`config.mk`:
```
export PLATFORM = sky130hd
export DESIGN_NAME = uart_tx_os_flat
export DESIGN_NICKNAME = d
export VERILOG_FILES = /design/src/rtl/uart_tx_os_if.sv /design/src/rtl/uart_tx_os.sv /design/src/flat_wrapper.sv
export SDC_FILE = /design/constraint.sdc
export NUM_CORES = 1
export LEC_CHECK = 0
export BUFFER_PORTS_ARGS = -buffer_cell sky130_fd_sc_hd__buf_2
export CAP_MARGIN = 10
export CELL_PAD_IN_SITES_DETAIL_PLACEMENT = 1
export CELL_PAD_IN_SITES_GLOBAL_PLACEMENT = 1
export CORE_MARGIN = 4
export CORE_UTILIZATION = 40
export CTS_BUF_LIST = sky130_fd_sc_hd__clkbuf_16
export DETAILED_ROUTE_END_ITERATION = 6
export GPL_TIMING_DRIVEN = 0
export PLACE_DENSITY = 0.75
export SLEW_MARGIN = 30
export SYNTH_ARGS = -nofsm -noshare
export SYNTH_HDL_FRONTEND = slang
export SYNTH_SLANG_ARGS = --single-unit
export TNS_END_PERCENT = 50
```
`constraint.sdc`:
```
create_clock -name clk -period 1.8 [get_ports clk]
set_input_delay 0.09 -clock clk [delete_from_list [all_inputs] [get_ports clk]]
set_output_delay 0.09 -clock clk [all_outputs]
set_load 0.02 [all_outputs]
```
`src/rtl/uart_tx_os_if.sv`:
```
// Transmit-side handshake between the TX FIFO control logic and the
// oversampled UART transmitter. The master requests frames; the slave
// serialises them and reports progress.
interface uart_tx_os_if #(
  parameter int DATA_WIDTH = 8
);
  logic                  start;
  logic [DATA_WIDTH-1:0] data_in;
  logic                  tx;
  logic                  tx_busy;
  logic                  tx_done;

  modport master (
    output start,
    output data_in,
    input  tx,
    input  tx_busy,
    input  tx_done
  );

  modport slave (
    input  start,
    input  data_in,
    output tx,
    output tx_busy,
    output tx_done
  );
endinterface

```
`src/rtl/uart_tx_os.sv`:
```
// Oversampled UART transmitter. One word per accepted request is sent as
// start / DATA_WIDTH data bits (LSB first) / optional parity / stop bits.
// Every bit lasts OVERSAMPLE baud_tick pulses; with no baud_tick the line
// simply holds its current bit. All outputs come straight from flops.
module uart_tx_os #(
  parameter int DATA_WIDTH = 8,
  parameter int PARITY     = 1,   // 0 = none, 1 = even, 2 = odd
  parameter int OVERSAMPLE = 16,  // baud_tick pulses per bit, >= 2
  parameter int STOP_BITS  = 1    // 1 or 2
) (
  input  logic         clk,
  input  logic         rst_n,
  input  logic         baud_tick,
  uart_tx_os_if.slave  bus
);

  // Tick counter spans one bit period; bit counter covers data and stop bits.
  localparam int TW = (OVERSAMPLE > 1) ? $clog2(OVERSAMPLE) : 1;
  localparam int BW = $clog2(DATA_WIDTH + STOP_BITS + 1);

  localparam logic [TW-1:0] TICK_LAST  = TW'(OVERSAMPLE - 1);
  localparam logic [BW-1:0] DATA_LAST  = BW'(DATA_WIDTH - 1);
  localparam logic [BW-1:0] STOP_LAST  = BW'(STOP_BITS - 1);
  localparam logic          ODD_PARITY = (PARITY == 2);
  localparam bit            HAS_PARITY = (PARITY != 0);

  typedef enum logic [2:0] {
    ST_IDLE   = 3'd0,
    ST_START  = 3'd1,
    ST_DATA   = 3'd2,
    ST_PARITY = 3'd3,
    ST_STOP   = 3'd4
  } state_t;

  // Parity bit for a word: even parity is the plain XOR reduction,
  // odd parity its inverse.
  function automatic logic parity_bit(input logic [DATA_WIDTH-1:0] d,
                                      input logic                  odd);
    return (^d) ^ odd;
  endfunction

  state_t                state_r,    state_nx_s;
  logic [TW-1:0]         tick_cnt_r, tick_nx_s, tick_run_s;
  logic [BW-1:0]         bit_cnt_r,  bit_nx_s;
  logic [DATA_WIDTH-1:0] shift_r,    shift_nx_s, shift_down_s;
  logic                  par_r,      par_nx_s;
  logic                  tx_r,       tx_nx_s;
  logic                  busy_r,     busy_nx_s;
  logic                  done_r,     done_nx_s;
  logic                  bit_end_s;

  // A bit period closes on the baud_tick that finds the counter at its top.
  assign bit_end_s    = baud_tick && (tick_cnt_r == TICK_LAST);
  assign shift_down_s = shift_r >> 1'b1;

  // Tick counter advance while a frame is on the line; wraps at each bit end.
  always_comb begin
    if (!baud_tick) begin
      tick_run_s = tick_cnt_r;
    end else if (bit_end_s) begin
      tick_run_s = {TW{1'b0}};
    end else begin
      tick_run_s = tick_cnt_r + 1'b1;
    end
  end

  // Next-state and next-output logic for the frame sequencer.
  always_comb begin
    state_nx_s = state_r;
    tick_nx_s  = tick_cnt_r;
    bit_nx_s   = bit_cnt_r;
    shift_nx_s = shift_r;
    par_nx_s   = par_r;
    tx_nx_s    = tx_r;
    busy_nx_s  = busy_r;
    done_nx_s  = 1'b0;

    case (state_r)
      ST_IDLE: begin
        tx_nx_s   = 1'b1;
        busy_nx_s = 1'b0;
        if (bus.start) begin
          // Accept: a baud_tick on this same edge is deliberately not counted.
          shift_nx_s = bus.data_in;
          par_nx_s   = parity_bit(bus.data_in, ODD_PARITY);
          tick_nx_s  = {TW{1'b0}};
          bit_nx_s   = {BW{1'b0}};
          tx_nx_s    = 1'b0;
          busy_nx_s  = 1'b1;
          state_nx_s = ST_START;
        end else begin
          tick_nx_s = tick_cnt_r;
        end
      end

      ST_START: begin
        tick_nx_s = tick_run_s;
        if (bit_end_s) begin
          tx_nx_s    = shift_r[0];
          bit_nx_s   = {BW{1'b0}};
          state_nx_s = ST_DATA;
        end else begin
          tx_nx_s = 1'b0;
        end
      end

      ST_DATA: begin
        tick_nx_s = tick_run_s;
        if (bit_end_s) begin
          shift_nx_s = shift_down_s;
          if (bit_cnt_r == DATA_LAST) begin
            bit_nx_s = {BW{1'b0}};
            if (HAS_PARITY) begin
              tx_nx_s    = par_r;
              state_nx_s = ST_PARITY;
            end else begin
              tx_nx_s    = 1'b1;
              state_nx_s = ST_STOP;
            end
          end else begin
            bit_nx_s = bit_cnt_r + 1'b1;
            tx_nx_s  = shift_down_s[0];
          end
        end else begin
          tx_nx_s = shift_r[0];
        end
      end

      ST_PARITY: begin
        tick_nx_s = tick_run_s;
        if (bit_end_s) begin
          tx_nx_s    = 1'b1;
          bit_nx_s   = {BW{1'b0}};
          state_nx_s = ST_STOP;
        end else begin
          tx_nx_s = par_r;
        end
      end

      ST_STOP: begin
        tick_nx_s = tick_run_s;
        tx_nx_s   = 1'b1;
        if (bit_end_s) begin
          if (bit_cnt_r == STOP_LAST) begin
            // Frame complete: drop busy and pulse done on the same edge.
            bit_nx_s   = {BW{1'b0}};
            busy_nx_s  = 1'b0;
            done_nx_s  = 1'b1;
            state_nx_s = ST_IDLE;
          end else begin
            bit_nx_s = bit_cnt_r + 1'b1;
          end
        end else begin
          bit_nx_s = bit_cnt_r;
        end
      end

      default: begin
        // Unreachable encodings recover to an idle, high line.
        tick_nx_s  = {TW{1'b0}};
        bit_nx_s   = {BW{1'b0}};
        tx_nx_s    = 1'b1;
        busy_nx_s  = 1'b0;
        state_nx_s = ST_IDLE;
      end
    endcase
  end

  // State and output registers; reset forces an idle-high line at once.
  always_ff @(posedge clk or negedge rst_n) begin
    if (!rst_n) begin
      state_r    <= ST_IDLE;
      tick_cnt_r <= {TW{1'b0}};
      bit_cnt_r  <= {BW{1'b0}};
      shift_r    <= {DATA_WIDTH{1'b0}};
      par_r      <= 1'b0;
      tx_r       <= 1'b1;
      busy_r     <= 1'b0;
      done_r     <= 1'b0;
    end else begin
      state_r    <= state_nx_s;
      tick_cnt_r <= tick_nx_s;
      bit_cnt_r  <= bit_nx_s;
      shift_r    <= shift_nx_s;
      par_r      <= par_nx_s;
      tx_r       <= tx_nx_s;
      busy_r     <= busy_nx_s;
      done_r     <= done_nx_s;
    end
  end

  assign bus.tx      = tx_r;
  assign bus.tx_busy = busy_r;
  assign bus.tx_done = done_r;

endmodule

```
`src/flat_wrapper.sv`:
```
// flat-port wrapper written by rule: the top's interface ports become plain ports
module uart_tx_os_flat 
#(
  parameter int DATA_WIDTH = 8,
  parameter int PARITY     = 1,                                 
  parameter int OVERSAMPLE = 16,                                   
  parameter int STOP_BITS  = 1             
)
  (clk, rst_n, baud_tick, bus_start, bus_data_in, bus_tx, bus_tx_busy, bus_tx_done);
  uart_tx_os_if #(.DATA_WIDTH(DATA_WIDTH)) bus_i ();
  input  logic clk;
  input  logic rst_n;
  input  logic baud_tick;
  input wire logic [$bits(bus_i.start)-1:0] bus_start;
  input wire logic [$bits(bus_i.data_in)-1:0] bus_data_in;
  output wire logic [$bits(bus_i.tx)-1:0] bus_tx;
  output wire logic [$bits(bus_i.tx_busy)-1:0] bus_tx_busy;
  output wire logic [$bits(bus_i.tx_done)-1:0] bus_tx_done;
  assign bus_i.start = bus_start;
  assign bus_i.data_in = bus_data_in;
  assign bus_tx = bus_i.tx;
  assign bus_tx_busy = bus_i.tx_busy;
  assign bus_tx_done = bus_i.tx_done;
  uart_tx_os #(.DATA_WIDTH(DATA_WIDTH), .PARITY(PARITY), .OVERSAMPLE(OVERSAMPLE), .STOP_BITS(STOP_BITS)) u_core (.clk(clk), .rst_n(rst_n), .baud_tick(baud_tick), .bus(bus_i));
endmodule
```
---- After elaboration in Yosys (flattened, before gate mapping) ----
Index checks and enable logic that the tools add are counted.
word-level totals
  word-level logic and storage cells ...... 74
  input bits .............................. 12
  register bits after elaboration ......... 23
operators by class
  eq/ne operators ......................... 15
  reduce and logical (&&, ||, !) cells .... 14
  bitwise gates (word level) .............. 1
  add/subtract/negate cells ............... 2
  mux-type cells .......................... 34
operators with widths
  kind                                                  count
  2-to-1 mux 4 bit                                      8
  2-to-1 mux 3 bit                                      7
  2-to-1 mux 8 bit                                      2
  != test 2 x 1 -> 1 bit (second input constant)        8
  one-hot mux 4 bit (4 select lines)                    1
  one-hot mux 8 bit (2 select lines)                    1
  one-hot mux 3 bit (5 select lines)                    1
  2-to-1 mux 1 bit                                      11
  adder 4 x 1 -> 4 bit (second input constant)          2
  one-hot mux 4 bit (2 select lines)                    1
  XOR reduction 8 bit                                   1
  AND reduction 7 bit                                   1
  equality test 3 x 2 -> 1 bit (second input constant)  2
  AND reduction 3 bit                                   2
  equality test 4 x 3 -> 1 bit (second input constant)  1
  equality test 4 bit (second input constant)           1
  zero test 4 bit                                       1
  one-hot mux 1 bit (4 select lines)                    1
  AND reduction 2 bit                                   2
  AND reduction 4 bit                                   1
  OR reduction 4 bit                                    1
  equality test 3 x 1 -> 1 bit (second input constant)  1
  equality test 3 bit (second input constant)           1
  zero test 3 bit                                       1
  7 further kinds                                       7

---- Longest topological paths before layout ----
Gate-level depths: netlist of the first run.
  depth in word-level cells ............... 5
  depth in mapped cells ................... 6
  mapped depth without buffers ............ 6

---- Worst setup path before layout of the first run ----
OpenSTA, ideal clock, no wires.
  kind .................................... register to register
  from .................................... reg u_core.state_r[1]
  to ...................................... reg u_core.shift_r[0]
  arrival time ............................ 1631 ps
  data required time ...................... 1675 ps
  cell stages (with the launch flop) ...... 6
  path slack .............................. 44 ps
  path buffers ............................ 1
  path through ............................ dfrtp_1 -> buf_2 -> inv_1 -> nor3_2 -> mux2_2 -> mux2_2
between the ends
  cells in the longest elaborated chain, start to end .. 3
RTL lines
  what                                                             RTL line           source
  start, declared                                                  uart_tx_os.sv:42   state_t state_r, state_nx_s;
  start signal, assigned                                           uart_tx_os.sv:181  state_r <= state_nx_s;
  equality test 3 x 2 -> 1 bit or zero test 3 bit (tied branches)  uart_tx_os.sv:78   case (state_r)
  != test 2 x 1 -> 1 bit (no line) (tied with other cells)         -
  AND reduction 3 bit (no line)                                    -
  end signal, assigned                                             uart_tx_os.sv:175  shift_r <= {DATA_WIDTH{1'b0}};
  end signal, assigned                                             uart_tx_os.sv:184  shift_r <= shift_nx_s;
  end, declared                                                    uart_tx_os.sv:45   logic [DATA_WIDTH-1:0] shift_r, shift_nx_s, shift_down_s;
Parallel ways exist; a longest one is shown, timed or not.
A chain may end at the register's enable or synchronous reset.

---- Worst setup path after layout of the first run ----
  from .................................... reg u_core.state_r[0]
  to ...................................... reg u_core.tx_r, in the netlist u_core.bus.tx
between the ends
  cells in the longest elaborated chain, start to end .. 2
RTL lines
  what                                                  RTL line           source
  equality test 3 x 2 -> 1 bit (tied with other cells)  uart_tx_os.sv:78
  one-hot mux 1 bit (4 select lines) *                  uart_tx_os.sv:78
  net u_core.tx_nx_s                                    uart_tx_os.sv:47   logic tx_r, tx_nx_s;
  end signal, assigned                                  uart_tx_os.sv:186  tx_r <= tx_nx_s;
  end, declared                                         uart_tx_os.sv:47
Mark *: on every way through the listed nets, which the timed path passes. The rest lies on a longest branch.

==> results.py, run 1 <==
metrics = {
    "drt": {
        "drt_pre_antenna_iters": 4,
        "dr_total_vias": 1134,
        "postRouteAntennaNets": 0,
        "1st_iter_drt_viols": 39,
        "post_drt_wl_per_cell_um": 17.67,
        "avgViaCountPerCell": 5.478,
        "route.detailed.drc": 0,
        "routed_wirelength_um": 3658,
    },
    "global_route": {
        "first_global_vias": 1219,
        "largest_net_degree_at_the_start_of_global_routing": 24,
        "global_route_wire_length_before_repair_um": 5947,
        "grt.total_usage": 0.1774,
        "grt_overflow_total": 0,
        "antenna_found_initial": 0,
    },
    "floorplan": {
        "pin_count": 15,
        "initial_utilization": 0.4298,
        "die-width_um": 66.21,
        "num_rows": 20,
        "placeableCoreArea_um2": 3153,
        "die_h_um": 66.21,
        "die_area_um2": 4383,
    },
    "worst_setup_path": {
        "cp-end-kind": "flip-flop",
        "setup.worst_path.class": "flip-flop to flip-flop",
        "critical-path-max-stage-delay_ps": 400,
        "reg2reg_slack_ps": 40,
        "start_kind": "flip-flop",
        "crit_path_top_delay_cell": "sky130_fd_sc_hd__dfrtp_2",
        "critPathMaxFanout": 10,
        "worst-endpoint-required_ps": 1970,
        "reg2regPathDepth": 5,
        "critPathCapture": "u_core.bus.tx$_DFF_PN1_",
        "source_of_the_critical_timing_path": "u_core.state_r[0]$_DFFE_PN0P_",
        "critical_path_cell_list": "clkbuf_2, mux2_2, o21ai_0, a21oi_1, or3_1",
        "rr_startpoint": "u_core.state_r[0]$_DFFE_PN0P_",
        "r2r-end": "u_core.bus.tx$_DFF_PN1_",
        "worst-endpoint-arrival_ps": 1940,
    },
    "synth": {
        "ys_async_sr_fraction": 1.000,
        "synth_cell_types": 39,
        "synth.cell_area_um2": 1355,
        "synthTopCellsByCount": "sky130_fd_sc_hd__dfrtp_1 (22), sky130_fd_sc_hd__mux2_2 (15), sky130_fd_sc_hd__xnor2_1 (10), sky130_fd_sc_hd__inv_1 (9), sky130_fd_sc_hd__nor2_1 (9)",
        "synth_enable_flop_cells": 0,
        "dominantRegCellSynth": "sky130_fd_sc_hd__dfrtp_1",
        "synth-warning-count": 0,
        "synth_top_cell_by_area": "sky130_fd_sc_hd__dfrtp_1",
        "synth_net_count": 150,
        "synthCells": 135,
        "synth_sequential_area_ratio": 0.4257,
        "synthMostInstantiatedCell": "sky130_fd_sc_hd__dfrtp_1",
        "ys_seq_elements": 23,
        "synth.area.top_cells": "sky130_fd_sc_hd__dfrtp_1 (41%), sky130_fd_sc_hd__mux2_2 (12%), sky130_fd_sc_hd__xnor2_1 (6.5%), sky130_fd_sc_hd__mux2i_1 (3.0%), sky130_fd_sc_hd__o21ai_0 (3.0%)",
        "synth_top_cell_area_share": 0.4063,
        "syn-mean-instance-area_um2": 10.04,
    },
    "finish": {
        "drive_above_1_share": 0.3497,
        "fin_cells": 207,
        "layout_fillers": 365,
        "areaGrowthSynthToFinish_pct": 28.16,
        "design.final.nets": 179,
        "n_antenna_cell": 0,
    },
    "worst_hold_path": {
        "hold_depth": 3,
        "hold_class": "input pin to flip-flop",
    },
    "run": {
        "maxCapViolations": 0,
    },
    "sta": {
        "whs_ps": 110.8,
        "clock_skew_ps": 2.737,
        "maxClockFrequency_mhz": 566.9,
        "final_setup_violations": 0,
        "totalNegativeSetupSlack_ps": 0,
        "final_min_period_over_clock_period": 0.9801,
        "rsz0062_at_grt": "true",
        "fin_ws_ps": 35.90,
        "finalWorstPathRequiredPeriod_ps": 1764,
        "final_hold_vios": 0,
        "worstMarginPinSlew_ps": 537.1,
        "maxSlewViolCount": 0,
        "relSlewSlack": 0.6419,
    },
    "clock_network": {
        "clock-root-buffer": "sky130_fd_sc_hd__clkbuf_16",
        "tritoncts_num_sinks": 23,
        "number_of_clock_buffers_inserted_by_tritoncts": 3,
        "path_clk_slew_ps": 60,
        "clock_path_buffers": 2,
        "clk_latency_ps": 260,
        "tritoncts_clock_tree": "yes",
        "htreeDepth": 1,
    },
    "place": {
        "place.gp.congestion": 0.8025,
        "port-buffer-count": 14,
        "detailedPlacementHpwl_um": 2366,
        "numPlacedInstances": 193,
        "dp_slack_ps": -231.8,
    },
    "pwr": {
        "worst_ir_drop_vdd_v": 0.0004817,
        "p_per_area_nw_per_um2": 1151,
        "p_leak_nw": 0.7538,
        "power.total_mw": 1.999,
    },
    "outcome": {
        "status": "complete, no violations",
    },
}
## logic make-up after synthesis
kind of cell | Yosys count | share of synthesized area
adders and majority gates | 3 | 0.02770
DFF | 23 | 0.4257
and+or+nand+nor | 40 | 0.1625
buffers and inverters | 13 | 0.03786
xor gates and xnor gates | 10 | 0.06463
AOI/OAI and AO/OA | 27 | 0.1274
muxes | 19 | 0.1542
## report_power, final
part / internal [mW] / switching [mW] / leakage [nW]
logic: 0.371 / 0.374 / 0.423
clock network: 0.297 / 0.190 / 0.0423
registers: 0.664 / 0.103 / 0.289
total: 1.33 / 0.667 / 0.754
## state kept, by name (all words and copies together) (netlist names)
name and flops:
u_core.bus.tx_done 1, u_core.bus.tx 1, u_core.bus.tx_busy 1, u_core.state_r 3, u_core.par_r 1, u_core.tick_cnt_r 4
u_core.shift_r 8, u_core.bit_cnt_r 4
## stage by stage
step | instance area [um^2] | utilization
5_1_grt | 1737 | 0.5508
3_3_place_gp | 1480 | 0.4694
6_report | 1737 | 0.5508
4_1_cts | 1645 | 0.5218
2_1_floorplan | 1355 | -
3_5_place_dp | 1480 | 0.4694
## worst min path at each step
stage	startpoint	to	slack, ps
after global placement	rst_n	u_core.bit_cnt_r[2]$_DFFE_PN0P_	100
after floorplan	rst_n	u_core.bit_cnt_r[0]$_DFFE_PN0P_	-210
after detailed placement	rst_n	u_core.bit_cnt_r[2]$_DFFE_PN0P_	110
final	bus_data_in[7]	u_core.shift_r[7]$_DFFE_PN0P_	110
after global routing	bus_data_in[7]	u_core.shift_r[7]$_DFFE_PN0P_	150
after CTS	bus_data_in[7]	u_core.shift_r[7]$_DFFE_PN0P_	90
## worst max-delay path, delay by kind of cell (launching register included)
family	cells	cell delay [ps]
buffers and inverters	1	290
muxes	1	380
AOI/OAI and AO/OA	2	270
DFF	1	400
and+or+nand+nor	1	340
## final cells by class
type                       count  area (um^2)  share of cell area
multi-input combinational     99        789.5              0.4546
sequential                    23        579.3              0.3336
timing repair buffer          24        167.7             0.09654
clock buffer                   3        75.07             0.04323
tap                           44        55.05             0.03170
inverter                       9        33.78             0.01945
buffer                         4        32.53             0.01873
clock inverter                 1        3.754            0.002161
## placed cells by master, fill, tap and decap left out, types with 3 or more instances in the layout
master,instances
sky130_fd_sc_hd__a31oi_1,4
sky130_fd_sc_hd__dfrtp_1,20
sky130_fd_sc_hd__mux2i_1,3
sky130_fd_sc_hd__mux2_4,7
sky130_fd_sc_hd__nand3_1,5
sky130_fd_sc_hd__nor2_1,9
sky130_fd_sc_hd__mux2_2,8
sky130_fd_sc_hd__clkbuf_16,3
sky130_fd_sc_hd__buf_2,14
sky130_fd_sc_hd__o22ai_1,3
sky130_fd_sc_hd__buf_4,6
sky130_fd_sc_hd__o21ai_0,8
sky130_fd_sc_hd__xnor2_1,10
sky130_fd_sc_hd__buf_6,4
sky130_fd_sc_hd__nand2_1,8
sky130_fd_sc_hd__inv_1,10
## routing by layer
metal	vias up	wire length, um	global-route usage
li1	541	-	-
met1	568	1650	0.2227
met2	20	1867	0.3197
met3	5	101	0.01701
met4	0	38	0.04822
met5	-	0	0
## repair_timing
item / CTS / global route
endpoints found under the setup margin: 15 / 10
hold endpoints to repair: 22 / 0
pin swaps: 2 / 2
resized for setup: 8 / 20
setup buffers: 5 / 4
hold buffers: 1 / 0
Note: power is estimated with default switching activity, not from simulation.
==> run 2: changes to the inputs <==
--- a/config.mk
+++ b/config.mk
@@ -9,12 +9,11 @@
 export CAP_MARGIN = 10
 export CELL_PAD_IN_SITES_DETAIL_PLACEMENT = 1
 export CELL_PAD_IN_SITES_GLOBAL_PLACEMENT = 1
-export CORE_MARGIN = 4
-export CORE_UTILIZATION = 40
-export CTS_BUF_LIST = sky130_fd_sc_hd__clkbuf_16
+export CORE_UTILIZATION = 35
+export CTS_BUF_LIST = sky130_fd_sc_hd__clkbuf_4 sky130_fd_sc_hd__clkbuf_8
 export DETAILED_ROUTE_END_ITERATION = 6
 export GPL_TIMING_DRIVEN = 0
-export PLACE_DENSITY = 0.75
+export PLACE_DENSITY = 0.67
 export SLEW_MARGIN = 30
 export SYNTH_ARGS = -nofsm -noshare
 export SYNTH_HDL_FRONTEND = slang
==> results.py, run 2 (same netlist as run 1, synthesis figures left out) <==
metrics = {
    "outcome": {
        "status": "complete, no violations",
    },
    "clock_network": {
        "clk_latency_ps": 260,
        "clock-root-buffer": "sky130_fd_sc_hd__clkbuf_8",
        "number_of_clock_buffers_inserted_by_tritoncts": 3,
        "path_clk_slew_ps": 80,
        "htreeDepth": 1,
        "clock_path_buffers": 2,
        "tritoncts_num_sinks": 23,
        "tritoncts_clock_tree": "yes",
    },
    "worst_setup_path": {
        "r2r-end": "u_core.shift_r[5]$_DFFE_PN0P_",
        "critPathMaxFanout": 7,
        "cp_top_family": "multiplexers",
        "cp-end-kind": "flip-flop",
        "reg2reg_slack_ps": 40,
        "rr_startpoint": "u_core.tick_cnt_r[1]$_DFFE_PN0P_",
        "critical_path_cell_list": "ha_2, and4_1, buf_6, mux2i_2, nor3_4, buf_6, mux2_4",
        "critical-path-max-stage-delay_ps": 410,
        "crit_path_top_delay_cell": "sky130_fd_sc_hd__dfrtp_1",
        "critPathMostFrequentCell": "sky130_fd_sc_hd__buf_6",
        "setup.worst_path.class": "flip-flop to flip-flop",
        "start_kind": "flip-flop",
        "worst-endpoint-required_ps": 1950,
        "reg2regPathDepth": 7,
        "critical_path_buf_inv_count": 2,
        "worst-endpoint-arrival_ps": 1910,
    },
    "worst_hold_path": {
        "worst_hold_path.endpoint": "u_core.shift_r[7]$_DFFE_PN0P_",
        "hold_depth": 3,
        "hold_class": "input pin to flip-flop",
        "worstHoldStart": "bus_data_in[7]",
    },
    "place": {
        "place.gp.congestion": 0.7750,
        "numPlacedInstances": 197,
        "detailedPlacementHpwl_um": 2302,
        "dp_slack_ps": -246.1,
        "port-buffer-count": 14,
    },
    "pwr": {
        "swShare": 0.3432,
        "sequentialPowerShare": 0.428,
        "internal-power_mw": 1.162,
        "p_leak_nw": 0.7191,
        "net-switching-power_mw": 0.6070,
        "worst_ir_drop_vdd_v": 0.0005533,
        "pwr-share-comb": 0.390,
        "p_per_area_nw_per_um2": 1058,
        "power.share.clock": 0.182,
    },
    "sta": {
        "final_min_period_over_clock_period": 0.9772,
        "worstMarginPinSlew_ps": 554.5,
        "maxClockFrequency_mhz": 568.5,
        "fin_ws_ps": 41.12,
        "final_setup_violations": 0,
        "maxSlewViolCount": 0,
        "relSlewSlack": 0.6303,
        "finalWorstPathRequiredPeriod_ps": 1759,
        "clock_skew_ps": 1.216,
        "rsz0062_at_grt": "true",
        "final_hold_vios": 0,
    },
    "drt": {
        "postRouteAntennaNets": 0,
        "routed_wirelength_um": 3290,
        "dr_total_vias": 1106,
        "route.detailed.drc": 0,
        "1st_iter_drt_viols": 19,
        "drt_pre_antenna_iters": 4,
        "avgViaCountPerCell": 5.267,
        "post_drt_wl_per_cell_um": 15.67,
    },
    "floorplan": {
        "placeableCoreArea_um2": 3689,
        "die_area_um2": 4124,
        "initial_utilization": 0.3674,
        "num_rows": 22,
        "die_h_um": 64.22,
        "pin_count": 15,
        "die-width_um": 64.22,
    },
    "finish": {
        "largest_register_ffs": 8,
        "largest_register": "u_core.shift_r",
        "fin_cells": 210,
        "drive_above_1_share": 0.3457,
        "design.final.nets": 178,
        "n_antenna_cell": 0,
        "mostFrequentLayoutCell": "sky130_fd_sc_hd__dfrtp_1",
        "reg.largest.list": "u_core.shift_r x8, u_core.bit_cnt_r x4, u_core.tick_cnt_r x4",
        "areaGrowthSynthToFinish_pct": 23.36,
        "most_frequent_cells_in_the_layout": "sky130_fd_sc_hd__dfrtp_1 (20), sky130_fd_sc_hd__buf_2 (14), sky130_fd_sc_hd__mux2_2 (11)",
    },
    "global_route": {
        "first_global_vias": 1243,
        "grt_overflow_total": 0,
        "global_route_wire_length_before_repair_um": 5595,
        "grt.total_usage": 0.1769,
        "largest_net_degree_at_the_start_of_global_routing": 24,
        "antenna_found_initial": 0,
    },
    "run": {
        "maxCapViolations": 0,
    },
}
## run 2: cell count changes in the layout (fill, tap and decap cells not counted), moves of 2 or more
cell / before / now
sky130_fd_sc_hd__mux2_2: 8 / 11
sky130_fd_sc_hd__clkbuf_8: 0 / 3
sky130_fd_sc_hd__mux2_4: 7 / 4
sky130_fd_sc_hd__buf_6: 4 / 2
sky130_fd_sc_hd__clkbuf_16: 3 / 0
## run 2: metrics by stage
| step | hold WS, ps | TNS (ps) | util | area (um^2) | total power [mW] |
|---|---|---|---|---|---|
| final | 106.4 | 0 | 0.4532 | 1672 | 1.769 |
| after global routing | 145.2 | -89.83 | 0.4532 | 1672 | 1.902 |
| after CTS | 76.91 | -64.40 | 0.4359 | 1608 | 1.706 |
| after floorplan | -205.6 | 0 | - | 1355 | 1.154 |
| after detailed placement | 108.1 | -2101 | 0.4026 | 1485 | 1.323 |
| after global placement | 103.1 | -1378 | 0.4026 | 1485 | 1.281 |
## run 2: layout make-up
class,instances,area [um^2]
plain buffers,4,28.78
clock buffers,3,41.29
clock inverters,1,5.005
fillers,442,2017
inverters,9,33.78
multi-input cells,99,767.0
flip-flops and latches,23,579.3
well taps,48,60.06
repair buffers,23,156.4
## run 2: power groups by stage
stage / registers [mW] / logic [mW] / clock network (mW)
2_1_floorplan: 0.760 / 0.395 / 0
3_3_place_gp: 0.759 / 0.521 / 0
3_5_place_dp: 0.776 / 0.547 / 0
4_1_cts: 0.764 / 0.604 / 0.338
5_1_grt: 0.779 / 0.766 / 0.357
6_report: 0.757 / 0.690 / 0.322
## run 2: how the worst max path moves through the flow
stage,start,end,slack (ps),depth (start not counted)
6_report,u_core.tick_cnt_r[1]$_DFFE_PN0P_,u_core.shift_r[5]$_DFFE_PN0P_,40,7
5_1_grt,u_core.state_r[1]$_DFFE_PN0P_,u_core.bit_cnt_r[2]$_DFFE_PN0P_,-40,4
3_5_place_dp,u_core.tick_cnt_r[0]$_DFFE_PN0P_,u_core.shift_r[6]$_DFFE_PN0P_,-250,6
2_1_floorplan,u_core.state_r[1]$_DFFE_PN0P_,u_core.shift_r[0]$_DFFE_PN0P_,40,5
4_1_cts,u_core.state_r[2]$_DFFE_PN0P_,u_core.bit_cnt_r[2]$_DFFE_PN0P_,-50,4
3_3_place_gp,u_core.state_r[1]$_DFFE_PN0P_,u_core.shift_r[5]$_DFFE_PN0P_,-200,5
## run 2: per-layer routing
metal / GRT usage / up-vias / routed length, um
met5: 0 / - / 0
met2: 0.3324 / 17 / 1686
li1: - / 531 / -
met1: 0.2054 / 553 / 1491
met4: 0.05833 / 0 / 44
met3: 0.02143 / 5 / 68
## run 2: worst min-delay path: cells and delay by family
family | cells | cell delay (ps)
AND/OR/NAND/NOR | 1 | 60
buffers and inverters | 1 | 100
AO/OA/AOI/OAI | 1 | 80
## run 2: timing repair
| item | 4_1_cts | 5_1_grt |
|---|---|---|
| endpoints found under the setup margin | 15 | 14 |
| gates resized for setup | 6 | 14 |
| setup buffers | 4 | 4 |
| pin swaps | 2 | 2 |
| hold endpoints to repair | 22 | 0 |
| hold buffers | 1 | 0 |
